==> src/rtl/shift_arbiter_2to1_pkg.sv <==
// Shared constants and types for the 2:1 shift arbiter: default widths and
// the requester-index type used by the arbiter and the datapath.
package shift_arbiter_2to1_pkg;

  localparam int N_DEFAULT = 16;
  localparam int S_DEFAULT = 4;

  typedef logic req_idx_t;

endpackage

==> src/rtl/rr_arbiter_2.sv <==
// Two-requester round-robin arbiter: owns the priority pointer, produces a
// one-hot grant and its index, and advances priority only on an accepted grant.
module rr_arbiter_2
  import shift_arbiter_2to1_pkg::*;
(
  input  logic       clk,
  input  logic       rst,
  input  logic [1:0] req_i,
  input  logic       load_i,
  output logic [1:0] gnt_o,
  output req_idx_t   gnt_idx_o
);

  logic prio_q, prio_d;

  always_comb begin
    gnt_o     = 2'b00;
    gnt_idx_o = 1'b0;
    case (req_i)
      2'b01: begin gnt_o = 2'b01; gnt_idx_o = 1'b0; end
      2'b10: begin gnt_o = 2'b10; gnt_idx_o = 1'b1; end
      2'b11: begin
        gnt_o     = prio_q ? 2'b10 : 2'b01;
        gnt_idx_o = prio_q;
      end
      default: begin gnt_o = 2'b00; gnt_idx_o = 1'b0; end
    endcase
  end

  // The winner yields priority to the other requester.
  always_comb begin
    prio_d = prio_q;
    if (load_i && (req_i != 2'b00)) prio_d = ~gnt_idx_o;
  end

  always_ff @(posedge clk) begin
    if (rst) prio_q <= 1'b0;
    else     prio_q <= prio_d;
  end

endmodule

==> src/rtl/shift_arbiter_2to1.sv <==
// Two requesters share one left-shifter through a 2:1 operand mux; the
// result sits in a single output register with valid/ready flow control.
module shift_arbiter_2to1
  import shift_arbiter_2to1_pkg::*;
#(
  parameter int N = N_DEFAULT,
  parameter int S = S_DEFAULT
) (
  input  logic         clk,
  input  logic         rst,
  input  logic         in0_valid,
  output logic         in0_ready,
  input  logic [N-1:0] in0_a,
  input  logic [S-1:0] in0_b,
  input  logic         in1_valid,
  output logic         in1_ready,
  input  logic [N-1:0] in1_a,
  input  logic [S-1:0] in1_b,
  output logic         out_valid,
  input  logic         out_ready,
  output logic [N-1:0] out_c,
  output logic         out_src
);

  // Zero-filled left shift; shifts of N or more leave nothing behind.
  function automatic logic [N-1:0] shl_fill(input logic [N-1:0] a,
                                            input logic [S-1:0] b);
    return a << b;
  endfunction

  logic         out_valid_q, out_valid_d;
  logic [N-1:0] out_c_q, out_c_d;
  logic         out_src_q, out_src_d;
  logic         load;
  logic [1:0]   gnt;
  req_idx_t     gnt_idx;
  logic [N-1:0] a_mux;
  logic [S-1:0] b_mux;

  assign load = !out_valid_q || out_ready;

  rr_arbiter_2 u_arb (
    .clk       (clk),
    .rst       (rst),
    .req_i     ({in1_valid, in0_valid}),
    .load_i    (load),
    .gnt_o     (gnt),
    .gnt_idx_o (gnt_idx)
  );

  assign in0_ready = !rst && load && gnt[0];
  assign in1_ready = !rst && load && gnt[1];

  assign a_mux = gnt_idx ? in1_a : in0_a;
  assign b_mux = gnt_idx ? in1_b : in0_b;

  always_comb begin
    out_valid_d = out_valid_q;
    out_c_d     = out_c_q;
    out_src_d   = out_src_q;
    if (load) begin
      out_valid_d = (gnt != 2'b00);
      if (gnt != 2'b00) begin
        out_c_d   = shl_fill(a_mux, b_mux);
        out_src_d = gnt_idx;
      end
    end
  end

  // Output register stage: reset clears data as well so a dropped result can never reappear.
  always_ff @(posedge clk) begin
    if (rst) begin
      out_valid_q <= 1'b0;
      out_c_q     <= '0;
      out_src_q   <= 1'b0;
    end else begin
      out_valid_q <= out_valid_d;
      out_c_q     <= out_c_d;
      out_src_q   <= out_src_d;
    end
  end

  assign out_valid = out_valid_q;
  assign out_c     = out_c_q;
  assign out_src   = out_src_q;

endmodule
==> config.mk <==
export PLATFORM = sky130hd
export DESIGN_NAME = shift_arbiter_2to1
export DESIGN_NICKNAME = d
export VERILOG_FILES = /design/src/rtl/shift_arbiter_2to1_pkg.sv /design/src/rtl/rr_arbiter_2.sv /design/src/rtl/shift_arbiter_2to1.sv
export SDC_FILE = /design/constraint.sdc
export NUM_CORES = 1
export LEC_CHECK = 0
export BUFFER_PORTS_ARGS = -buffer_cell sky130_fd_sc_hd__buf_4
export CORE_UTILIZATION = 47
export CTS_BUF_LIST = sky130_fd_sc_hd__clkbuf_8 sky130_fd_sc_hd__clkbuf_16
export CTS_CLUSTER_DIAMETER = 40
export DETAILED_ROUTE_END_ITERATION = 10
export GPL_TIMING_DRIVEN = 0
export PLACE_DENSITY = 0.75
export REMOVE_ABC_BUFFERS = 1
export SETUP_SLACK_MARGIN = 0.2
export SKIP_CTS_REPAIR_TIMING = 1
export SYNTH_ARGS = -nofsm -noshare
export SYNTH_HDL_FRONTEND = slang
export SYNTH_SLANG_ARGS = --single-unit
==> constraint.sdc <==
create_clock -name clk -period 3.3 [get_ports clk]
set_input_delay 0.99 -clock clk [delete_from_list [all_inputs] [get_ports clk]]
set_output_delay 0.99 -clock clk [all_outputs]
set_load 0.01 [all_outputs]
==> results.yml <==
outcome:
  outcome: "completed"
floorplanning:
  die_h_um: 67.51
  chipWidth_um: 67.51
  core_um2: 4058
  rows: 23
  dieArea_um2: 4558
  num_io_pins: 65
  initial_core_util_pct: 49.71
hold_path:
  worst_hold_path.num_cells: 2
  hold_path.class: "reg -> reg"
  holdCritStartpoint: "out_c[4]"
  hold_path_end: "out_c[4]"
timing:
  final_hold_viol_count: 0
  finalSetupTns_ns: 0
  fmax_mhz: 346.2
  setup_viol: 0
  fin_crit_ns: 2.888
  slew_headroom_pct: 18.43
  period_share_pct: 87.53
  rsz0062_at_grt: "false"
  slew_violations: 0
  finalClockSkew_ns: 0.002926
  setup_ws_ns: 0.4117
  worst_pin_slew_ns: 1.215
power_and_ir_drop:
  p_per_area_nw_per_um2: 304.2
  p_sw_w: 0.0002656
  comb_power_share_pct: 45.0
  switching_share_pct: 34.79
  pwr-share-clk_pct: 21.0
  peakVddDrop_v: 0.0001789
  p_seq_share_pct: 34.0
  p_leak_nw: 1.004
  p_int_w: 0.0004979
placed_design:
  place.gp.congestion: 0.8958
  pre_cts_ws_ns: 0.05770
  post-dp-hpwl_um: 4392
  portBuffers: 64
synthesis:
  syn_inst: 222
  syn_area_um2: 2017
  synth_cell_types: 41
  synth.area.top_cells: "mux4_2 (19%), dfxtp_1 (19%), mux2i_1 (8.9%)"
  yosysTopAreaCell: "mux4_2"
  ys_seq_area_share_pct: 18.86
  syn_avg_cell_area_um2: 9.085
  ys_seq_elements: 19
  synth_top_area_share_pct: 18.98
  yosysWarnings: 0
worst_setup_path:
  path_buf_inv: 2
  cp.arrival_ns: 1.90
  critical-path-slowest-cell: "nand2b_2"
  path_delay_family: "simple AND/OR/NAND/NOR gates"
  cp-end-kind: "output port"
  critPathKind: "in -> out"
  r2r_slack_ns: 0.90
  r2r_end: "out_c[15]"
  r2r_cells: 5
  path_common_cell: "buf_4"
  reg2reg_from: "u_arb.prio_q"
  cp_max_fo: 18
  crit_chain: "buf_4, nand2b_2, nand2_2, nor3_1, buf_4"
  critPathMaxStageDelay_ns: 0.25
  cp.required_ns: 2.31
  cp-start-kind: "input port"
cells_and_area:
  area_delta_synth_final_pct: 24.44
  drive_above_1_share_pct: 38.29
  antennaDiodeCount: 0
  fillers: 376
  nNetsFinal: 315
clock_tree:
  cts.sinks: 19
  ctsRootBufferMaster: "clkbuf_8"
  cts_tree: "built"
  cts_inserted_buffers: 3
  clk-insertion-delay-late_ns: 0.26
  cts_buffer_depth: 2
  clkTransAtPathRegs_ns: 0.07
  htree_levels: 1
global_route:
  top_usage_layer: "met2"
  grt_overflow: 0
  antenna_found_initial: 0
  first_global_vias: 1855
  grt.met2_usage_pct: 44.06
  grt.total_usage_pct: 26.61
  grtUsageMet1_pct: 37.73
  grt_use_met3_pct: 3.547
  grt_pass1_wl_um: 9128
  grt_max_degree: 23
route:
  drcViolationCount: 0
  drtAntennaViolNets: 0
  wl_per_cell_um: 17.56
  dr.pass1.iters: 4
  via_per_inst: 6.373
  drt_iter0_markers: 155
  drt_wl_total_um: 5601
  vias: 2033
job:
  cap_violations: 0
-- stage by stage --
stage / hold WS [ns] / power (W) / util [%] / cell area (um^2) / std cells
2_1_floorplan: 0.4648 / 0.0004564 / - / 1917 / 201
3_3_place_gp: 0.4414 / 0.0006014 / 60.62 / 2460 / 315
3_5_place_dp: 0.4434 / 0.0006054 / 60.62 / 2460 / 315
4_1_cts: 0.4533 / 0.0007657 / 61.73 / 2505 / 319
5_1_grt: 0.4785 / 0.0008086 / 61.86 / 2510 / 319
6_report: 0.4503 / 0.0007635 / 61.86 / 2510 / 319
-- power by group through the flow --
stage | clock (W) | combinational (W) | sequential (W)
floorplan | 0 | 0.000184 | 0.000272
finish | 0.000160 | 0.000344 | 0.000259
CTS | 0.000165 | 0.000342 | 0.000259
detailed placement | 0 | 0.000341 | 0.000265
global placement | 0 | 0.000337 | 0.000264
global route | 0.000172 | 0.000375 | 0.000262
-- synth_stat cells --
library cell	count
a2111o_1	1
a222oi_1	1
clkbuf_1	11
o21ai_0	7
and3_1	5
o211ai_1	13
mux2i_1	18
mux4_2	17
o31a_1	1
o2111ai_1	1
a21boi_0	1
a2111oi_0	1
a22oi_1	1
a32oi_1	4
a21boi_1	1
mux2_2	16
buf_2	8
nand2_1	19
o21ai_1	2
a31oi_1	8
a221o_1	2
a221oi_1	2
a21oi_1	10
buf_4	1
buf_6	1
nand3_1	6
o21bai_1	2
a22o_1	1
inv_1	3
nor4_1	2
nand4_1	11
a311oi_2	1
and2_1	1
nor2b_1	5
nand2b_1	2
o32ai_1	1
a211oi_1	4
nor3_1	2
nor2_1	8
dfxtp_1	19
and2b_1	2
-- flip-flops by register name (all words and copies together), names as in the netlist --
register / count
u_arb.prio_q: 1
out_c: 16
out_valid: 1
out_src: 1
-- how the worst max path moves through the flow --
stage	to	start	slack, ns	cells after the start
2_1_floorplan	in1_ready	in0_valid	0.48	3
3_3_place_gp	in1_ready	in0_valid	0.04	5
3_5_place_dp	in1_ready	in0_valid	0.06	5
4_1_cts	in1_ready	in0_valid	0.04	5
5_1_grt	out_c[15]	in0_valid	0.24	6
6_report	in1_ready	in0_valid	0.41	5
-- cells in the final DEF (no fill, tap or decap), types with 3 or more instances in the layout --
| master | instances |
|---|---|
| mux2_2 | 16 |
| o21ai_0 | 7 |
| mux2i_1 | 18 |
| nand3_1 | 6 |
| buf_4 | 64 |
| o211ai_1 | 13 |
| nand4_1 | 11 |
| a211oi_1 | 4 |
| inv_1 | 4 |
| clkbuf_8 | 3 |
| dfxtp_1 | 19 |
| nand2_1 | 18 |
| mux4_2 | 17 |
| a21oi_1 | 10 |
| a31oi_1 | 8 |
| a32oi_1 | 4 |
| nor2b_1 | 5 |
| nor2_1 | 8 |
| and3_1 | 5 |
-- layer usage --
metal / up-vias / wire length (um) / part of all wire, %
met5: - / 0 / 0
met4: 0 / 5 / 0.089
met3: 2 / 345 / 6.2
met2: 87 / 2783 / 50
met1: 953 / 2466 / 44
li1: 991 / - / -
-- layout make-up --
cell class	instances	area (um^2)	area share [%]
inverter	3	11.26	0.4487
tap	50	62.56	2.493
multi-input combinational	179	1530	60.97
clock inverter	1	3.754	0.1496
clock buffer	3	41.29	1.645
sequential	19	380.4	15.15
timing repair buffer	64	480.5	19.14
-- worst reg2reg max path, stage by stage, from the launching register on --
cell      delay, ns
dfxtp_1        0.33
nand2b_2       0.33
and3_1         0.32
nor2_1         0.89
o211ai_1       0.21
a31oi_1        0.23
-- kinds of logic (layout without fill, tap and decap cells) --
| logic type | count (synthesis) | count (layout) | synth area share [%] |
|---|---|---|---|
| compound gates | 65 | 65 | 22.95 |
| buf+inv | 24 | 71 | 5.521 |
| mux | 51 | 51 | 36.85 |
| flops | 19 | 19 | 18.86 |
| simple gates | 63 | 63 | 15.82 |
No activity file was read; power rests on OpenSTA's default activity.
